$ cat src/rtl/gf2_pkg.sv
// Shared helpers for the GF(2) RREF solver: bit utilities and the FSM state type.
// GF2_RREF_SOLVE_MINW_EN adds the ENUM state used by the minimum-weight search.
package gf2_pkg;

  localparam int GF2_MAXW = 32;

`ifdef GF2_RREF_SOLVE_MINW_EN
  typedef enum logic [1:0] {S_IDLE, S_SCAN, S_ENUM} gf2_solve_state_e;
`else
  typedef enum logic [1:0] {S_IDLE, S_SCAN} gf2_solve_state_e;
`endif

  function automatic logic [5:0] popcount(input logic [GF2_MAXW-1:0] v);
    logic [5:0] c;
    c = '0;
    for (int i = 0; i < GF2_MAXW; i++) c = c + {5'd0, v[i]};
    return c;
  endfunction

  // Scatter the low bits of src, in order, onto the set bits of mask.
  function automatic logic [GF2_MAXW-1:0] pdep(input logic [GF2_MAXW-1:0] src,
                                               input logic [GF2_MAXW-1:0] mask);
    logic [GF2_MAXW-1:0] res;
    int j;
    res = '0;
    j = 0;
    for (int i = 0; i < GF2_MAXW; i++) begin
      if (mask[i]) begin
        res[i] = src[j];
        j++;
      end
    end
    return res;
  endfunction

  function automatic logic [4:0] lowest_set(input logic [GF2_MAXW-1:0] v);
    logic [4:0] idx;
    idx = '0;
    for (int i = GF2_MAXW - 1; i >= 0; i--) begin
      if (v[i]) idx = 5'(i);
    end
    return idx;
  endfunction

endpackage

$ cat src/rtl/gf2_rref_solve_eval.sv
// Combinational candidate evaluator: free-variable assignment k plus the
// pivot rows give a full solution vector and its Hamming weight.
module gf2_rref_solve_eval
  import gf2_pkg::*;
#(
  parameter int ROWS = 2,
  parameter int COLS = 3,
  parameter int IW   = 1
) (
  input  logic [COLS-1:0]         i_mat [ROWS-1:0],
  input  logic [ROWS-1:0]         i_piv_vld,
  input  logic [IW-1:0]           i_piv_idx [ROWS-1:0],
  input  logic [COLS-2:0]         i_free,
  input  logic [COLS-2:0]         i_k,
  output logic [COLS-2:0]         o_cand,
  output logic [$clog2(COLS)-1:0] o_cand_w
);

  localparam int NV = COLS - 1;
  localparam int WW = $clog2(COLS);

  logic [NV-1:0] w_assign;
  logic [NV-1:0] w_x;

  always_comb begin
    w_assign = NV'(pdep(GF2_MAXW'(i_k), GF2_MAXW'(i_free)));
    w_x      = w_assign;
    // Pivot bits are never free, so the row's own pivot contributes nothing to the parity.
    for (int r = 0; r < ROWS; r++) begin
      if (i_piv_vld[r] && (int'(i_piv_idx[r]) < NV))
        w_x[i_piv_idx[r]] = i_mat[r][NV] ^ (^(i_mat[r][NV-1:0] & w_assign));
    end
  end

  assign o_cand   = w_x;
  assign o_cand_w = WW'(popcount(GF2_MAXW'(w_x)));

endmodule

$ cat src/rtl/gf2_rref_solve.sv
// Extracts a solution (minimum-weight when GF2_RREF_SOLVE_MINW_EN is defined,
// otherwise the free-vars-zero particular solution) from a GF(2) RREF matrix.
module gf2_rref_solve
  import gf2_pkg::*;
#(
  parameter int ROWS = 2,
  parameter int COLS = 3
) (
  input  logic                    clk,
  input  logic                    rst,
  input  logic                    start,
  input  logic [COLS-1:0]         RREF [ROWS-1:0],
  output logic                    ready,
  output logic                    solvable,
  output logic [COLS-2:0]         solution,
  output logic [$clog2(COLS)-1:0] min_weight
);

  localparam int NV = COLS - 1;
  localparam int WW = $clog2(COLS);
  localparam int IW = (NV > 1) ? $clog2(NV) : 1;
  localparam int RW = (ROWS > 1) ? $clog2(ROWS) : 1;
  localparam int KW = NV + 1;

  gf2_solve_state_e r_state;
  logic [COLS-1:0]  r_mat [ROWS-1:0];
  logic [RW-1:0]    r_row;
  logic [NV-1:0]    r_pmask;
  logic             r_incons;
  logic [ROWS-1:0]  r_piv_vld;
  logic [IW-1:0]    r_piv_idx [ROWS-1:0];
  logic             r_ready;
  logic             r_solvable;
  logic [NV-1:0]    r_solution;
  logic [WW-1:0]    r_min_w;

  logic [COLS-1:0]  w_cur_row;
  logic [NV-1:0]    w_cur_vars;
  logic             w_cur_has;
  logic [IW-1:0]    w_cur_idx;
  logic             w_scan;
  logic             w_last_row;
  logic             w_incons_n;
  logic [ROWS-1:0]  w_piv_vld_n;
  logic [IW-1:0]    w_piv_idx_n [ROWS-1:0];
  logic [NV-1:0]    w_pmask_n;
  logic [NV-1:0]    w_free;
  logic [NV-1:0]    w_k_eval;
  logic [NV-1:0]    w_cand;
  logic [WW-1:0]    w_cand_w;

  assign w_cur_row  = r_mat[r_row];
  assign w_cur_vars = w_cur_row[NV-1:0];
  assign w_cur_has  = |w_cur_vars;
  assign w_cur_idx  = IW'(lowest_set(GF2_MAXW'(w_cur_vars)));
  assign w_scan     = (r_state == S_SCAN);
  assign w_last_row = (r_row == RW'(ROWS - 1));
  assign w_incons_n = r_incons | (w_scan & ~w_cur_has & w_cur_row[NV]);

  // Pivot view including the row being scanned, so the last SCAN cycle sees the final pivots.
  always_comb begin
    w_piv_vld_n = r_piv_vld;
    w_piv_idx_n = r_piv_idx;
    w_pmask_n   = r_pmask;
    if (w_scan && w_cur_has) begin
      w_piv_vld_n[r_row] = 1'b1;
      w_piv_idx_n[r_row] = w_cur_idx;
      w_pmask_n[w_cur_idx] = 1'b1;
    end
  end

  assign w_free = ~w_pmask_n;

`ifdef GF2_RREF_SOLVE_MINW_EN
  logic [KW-1:0] r_k;
  logic [WW-1:0] r_best_w;
  logic [NV-1:0] r_best_sol;
  logic [5:0]    w_nfree;
  logic [KW-1:0] w_last_k;
  logic          w_better;

  assign w_nfree  = popcount(GF2_MAXW'(w_free));
  assign w_last_k = (KW'(1) << w_nfree) - KW'(1);
  // k==0 always seeds the best, so an all-ones weight never blocks the first candidate.
  assign w_better = (r_k == '0) || (w_cand_w < r_best_w);
  assign w_k_eval = r_k[NV-1:0];
`else
  assign w_k_eval = '0;
`endif

  gf2_rref_solve_eval #(
    .ROWS (ROWS),
    .COLS (COLS),
    .IW   (IW)
  ) u_eval (
    .i_mat     (r_mat),
    .i_piv_vld (w_piv_vld_n),
    .i_piv_idx (w_piv_idx_n),
    .i_free    (w_free),
    .i_k       (w_k_eval),
    .o_cand    (w_cand),
    .o_cand_w  (w_cand_w)
  );

  always_ff @(posedge clk) begin
    if (rst) begin
      r_state    <= S_IDLE;
      r_row      <= '0;
      r_pmask    <= '0;
      r_incons   <= 1'b0;
      r_piv_vld  <= '0;
      r_ready    <= 1'b1;
      r_solvable <= 1'b0;
      r_solution <= '0;
      r_min_w    <= '0;
`ifdef GF2_RREF_SOLVE_MINW_EN
      r_k        <= '0;
`endif
    end else begin
      case (r_state)
        S_IDLE: begin
          if (start) begin
            r_mat      <= RREF;
            r_row      <= '0;
            r_pmask    <= '0;
            r_incons   <= 1'b0;
            r_piv_vld  <= '0;
            r_ready    <= 1'b0;
            r_state    <= S_SCAN;
`ifdef GF2_RREF_SOLVE_MINW_EN
            r_k        <= '0;
            r_best_w   <= '1;
            r_best_sol <= '0;
`endif
          end
        end
        S_SCAN: begin
          r_piv_vld <= w_piv_vld_n;
          r_piv_idx <= w_piv_idx_n;
          r_pmask   <= w_pmask_n;
          r_incons  <= w_incons_n;
          r_row     <= r_row + RW'(1);
          if (w_last_row) begin
            if (w_incons_n) begin
              r_state    <= S_IDLE;
              r_ready    <= 1'b1;
              r_solvable <= 1'b0;
              r_solution <= '0;
              r_min_w    <= '0;
            end else begin
`ifdef GF2_RREF_SOLVE_MINW_EN
              r_state    <= S_ENUM;
`else
              r_state    <= S_IDLE;
              r_ready    <= 1'b1;
              r_solvable <= 1'b1;
              r_solution <= w_cand;
              r_min_w    <= w_cand_w;
`endif
            end
          end
        end
`ifdef GF2_RREF_SOLVE_MINW_EN
        S_ENUM: begin
          if (w_better) begin
            r_best_w   <= w_cand_w;
            r_best_sol <= w_cand;
          end
          r_k <= r_k + KW'(1);
          if (r_k == w_last_k) begin
            r_state    <= S_IDLE;
            r_ready    <= 1'b1;
            r_solvable <= 1'b1;
            r_solution <= w_better ? w_cand : r_best_sol;
            r_min_w    <= w_better ? w_cand_w : r_best_w;
          end
        end
`endif
        default: r_state <= S_IDLE;
      endcase
    end
  end

  assign ready      = r_ready;
  assign solvable   = r_solvable;
  assign solution   = r_solution;
  assign min_weight = r_min_w;

endmodule
$ cat config.mk
export PLATFORM = sky130hd
export DESIGN_NAME = gf2_rref_solve
export DESIGN_NICKNAME = d
export VERILOG_FILES = /design/src/rtl/gf2_pkg.sv /design/src/rtl/gf2_rref_solve_eval.sv /design/src/rtl/gf2_rref_solve.sv
export SDC_FILE = /design/constraint.sdc
export NUM_CORES = 1
export LEC_CHECK = 0
export BUFFER_PORTS_ARGS = -buffer_cell sky130_fd_sc_hd__buf_4
export CORE_MARGIN = 3
export CORE_UTILIZATION = 47
export DETAILED_ROUTE_END_ITERATION = 8
export PLACE_DENSITY = 0.78
export SETUP_SLACK_MARGIN = 0.05
export SLEW_MARGIN = 20
export SYNTH_ARGS = -nofsm -noshare
export SYNTH_HDL_FRONTEND = slang
export SYNTH_SLANG_ARGS = --single-unit
$ cat constraint.sdc
create_clock -name clk -period 1.85 [get_ports clk]
set_input_delay 0.0925 -clock clk [delete_from_list [all_inputs] [get_ports clk]]
set_output_delay 0.0925 -clock clk [all_outputs]
set_load 0.01 [all_outputs]
==> results.yml <==
worst_setup_path:
  crit_fanout: 2
  crit_arrival_ns: 2.02
  critical_path.startpoint_type: "flop"
  critPathRequiredTime_ns: 2.05
  r2r_end: "min_weight[0]$_SDFFE_PP0P_"
  r2r_start: "r_mat[1]$_DFFE_PP_"
  critPathCaptureType: "flop"
  rrSetupSlack_ns: 0.03
  ff2ff_path_depth: 7
  critPathKind: "flop to flop"
worst_hold_path:
  min_path_type: "primary input to flop"
  hold_path_startpoint: "start"
  holdPathEnd: "r_row$_SDFFE_PP0P_"
  hold_depth: 3
sta:
  rsz0062_at_grt: "yes"
  worstMarginPinSlew_ns: 0.5006
  fmax_ghz: 0.5493
  finalMaxSlewViolations: 0
  hold_viol_final: 0
  period_minus_slack_ns: 1.820
  setup_viol: 0
  setup_slack_ns: 0.02959
  final.period_utilization_pct: 98.40
  slew_headroom_pct: 66.63
  worst_clock_skew_ns: 0.01141
power_and_ir_drop:
  peakVddDrop_uv: 539.5
  p_per_area_nw_per_um2: 712.9
  p_total_mw: 0.8090
  total_leakage_power_nw: 0.4737
floorplanning:
  design.die.area_um2: 2342
  pin_count: 15
  die_w_um: 48.39
  die_y_um: 48.39
  rows: 14
  initial_core_util_pct: 52.98
  coreArea_um2: 1594
grt:
  antenna_found_initial: 0
  grt_pass1_wl_um: 2898
  first_global_vias: 692
  overflow: 0
  grt_max_degree: 13
  grt_usage_pct: 15.96
layout:
  syn_to_final_growth_pct: 34.37
  multi_input_area_um2: 366.6
  diodes: 0
  drive_above_1_share_pct: 38.10
  seq_area_um2: 461.7
  fill_cells: 115
  layout.nets: 116
synthesis:
  synth_seq_cells: 19
  synth_area_um2: 844.6
  synthFlopType: "dfxtp_1"
  async_flop_share_pct: 0
  yosysUniqueCellTypes: 34
  ys_seq_area_share_pct: 54.52
  synth_fa_ha_area_share_pct: 1.481
  yosys.area.top_type_share_pct: 28.44
  synth_area_leaders: "edfxtp_1, dfxtp_1, a22o_1, a21oi_1, nand2b_1"
  synth_compound_area_share_pct: 20.30
  syn_nets: 86
  syn_inst: 76
  synth_top_family_by_area: "compound AO/OA/AOI/OAI gates"
  synth.area.mux_share_pct: 0
  synth.largest_area_cell: "edfxtp_1"
  synthSimpleGateAreaFrac_pct: 18.37
  synth-edff-count: 8
  yosys_warnings: 0
  syn_avg_cell_area_um2: 11.11
  synth_xor_area_share_pct: 0
clock_tree:
  worst_skew_pair.late_latency_ns: 0.31
  cts_made_buffers: 3
  cts-root-buf: "clkbuf_4"
  tritoncts: "yes"
  clock-sinks: 19
  clockBufferDepth: 2
  cts_htree_levels: 1
  clk_pin_slew_ns: 0.12
detailed_routing:
  postRouteAntennaNets: 0
  via_per_inst: 5.310
  vias: 685
  first_pass_iters: 4
  routed_wl_um: 1745
  wire_per_inst_um: 13.53
  drc_errors: 0
  drt_iter0_markers: 17
status:
  status: "finished, final reports clean"
place:
  port_buffers: 14
  dp_hpwl_um: 1211
  dp_slack_ns: 0.01721
  gp_congestion: 0.7987
flow_run:
  drv_cap: 0
cells in the mapped netlist, types with 2 or more instances:
master / instances
dfxtp_1: 11
edfxtp_1: 8
a21oi_1: 5
inv_1: 5
nand2_1: 5
nor2_1: 5
nand2b_1: 4
a22o_1: 3
a31oi_1: 2
buf_4: 2
nor2b_1: 2
o21ai_1: 2
registers in the layout, summed over array words and instances (netlist names):
register	count
r_mat	6
r_state	1
solvable	1
solution	2
r_piv_vld	2
ready	1
r_row	1
min_weight	2
r_incons	1
r_piv_idx	2
where the power goes:
group | internal [mW] | switching (mW) | total, mW
clock | 0.0826 | 0.135 | 0.218
combinational | 0.0668 | 0.0551 | 0.122
sequential | 0.456 | 0.0135 | 0.469
total | 0.605 | 0.204 | 0.809
cell usage in the layout, fill, tap and decap left out, drive strengths merged:
| cell | netlist | routed |
|---|---|---|
| a211o | 1 | 1 |
| a21o | 2 | 2 |
| a21oi | 6 | 6 |
| a221o | 1 | 1 |
| a22o | 3 | 3 |
| a31oi | 2 | 2 |
| a32oi | 1 | 1 |
| and2b | 1 | 1 |
| and3 | 1 | 1 |
| and3b | 1 | 1 |
| buf | 3 | 21 |
| clkbuf | 0 | 3 |
| clkinvlp | 0 | 1 |
| dfxtp | 11 | 11 |
| dlygate4sd3 | 0 | 7 |
| edfxtp | 8 | 8 |
| ha | 1 | 1 |
| inv | 5 | 5 |
| nand2 | 5 | 5 |
| nand2b | 4 | 4 |
| nand3 | 1 | 1 |
| nor2 | 5 | 5 |
| nor2b | 2 | 2 |
| nor3 | 1 | 1 |
| nor3b | 1 | 1 |
| nor4 | 1 | 1 |
| o21ai | 3 | 3 |
| o21ba | 1 | 1 |
| o22ai | 1 | 1 |
| o41ai | 1 | 1 |
| or2 | 1 | 1 |
| or3 | 1 | 1 |
| or3b | 1 | 1 |
routing by layer:
layer / track usage (%) / vias up / wire length, um
li1: - / 334 / -
met5: 0 / - / 0
met2: 26.38 / 19 / 839
met1: 18.29 / 320 / 787
met3: 4.601 / 12 / 61
met4: 9.479 / 0 / 57
repair_timing:
item / 4_1_cts / 5_1_grt
endpoints found under the setup margin: 1 / 1
setup buffers: 1 / 0
pin swaps: 5 / 3
hold endpoints to repair: 7 / 0
hold buffers: 7 / 0
resized for setup: 2 / 3
cells by family after synthesis:
group                      count (synthesis)
adders and majority gates                  1
AOI/OAI and AO/OA                         22
DFF                                       19
and+or+nand+nor                           26
buffers and inverters                      8
stage by stage:
| stage | util, % | TNS [ns] | hold slack, ns | instance area, um^2 | instances |
|---|---|---|---|---|---|
| 6_report | 71.19 | 0 | 0.06934 | 1135 | 129 |
| 3_5_place_dp | 62.64 | 0 | 0.2721 | 998.5 | 117 |
| 5_1_grt | 71.19 | -0.02669 | 0.07412 | 1135 | 129 |
| 2_1_floorplan | - | 0 | 0.1914 | 844.6 | 76 |
| 3_3_place_gp | 62.64 | 0 | 0.2710 | 998.5 | 117 |
| 4_1_cts | 69.94 | 0 | 0.06118 | 1115 | 129 |
how the worst max path moves through the flow:
stage,slack (ns),end,startpoint
after floorplan,0.11,min_weight[0]$_SDFFE_PP0P_,r_mat[1]$_DFFE_PP_
after global placement,0.08,min_weight[0]$_SDFFE_PP0P_,r_mat[1]$_DFFE_PP_
after detailed placement,0.02,min_weight[0]$_SDFFE_PP0P_,r_mat[1]$_DFFE_PP_
after CTS,0.04,min_weight[0]$_SDFFE_PP0P_,r_mat[1]$_DFFE_PP_
after global routing,-0.03,min_weight[0]$_SDFFE_PP0P_,r_mat[1]$_DFFE_PP_
final,0.03,min_weight[0]$_SDFFE_PP0P_,r_mat[1]$_DFFE_PP_
worst max-delay path, cell delays in order (launching register included):
cell	delay (ns)
edfxtp_1	0.41
and3b_1	0.18
o22ai_2	0.14
inv_1	0.09
or3_4	0.34
o21ai_2	0.12
ha_1	0.23
a22o_1	0.20
layout make-up:
type,count,share of cell area [%]
sequential,19,40.68
multi-input combinational,49,32.30
timing repair buffer,28,20.07
tap,24,2.646
clock buffer,3,1.985
inverter,5,1.654
clock inverter,1,0.6615
(Power assumes the default switching activity.)
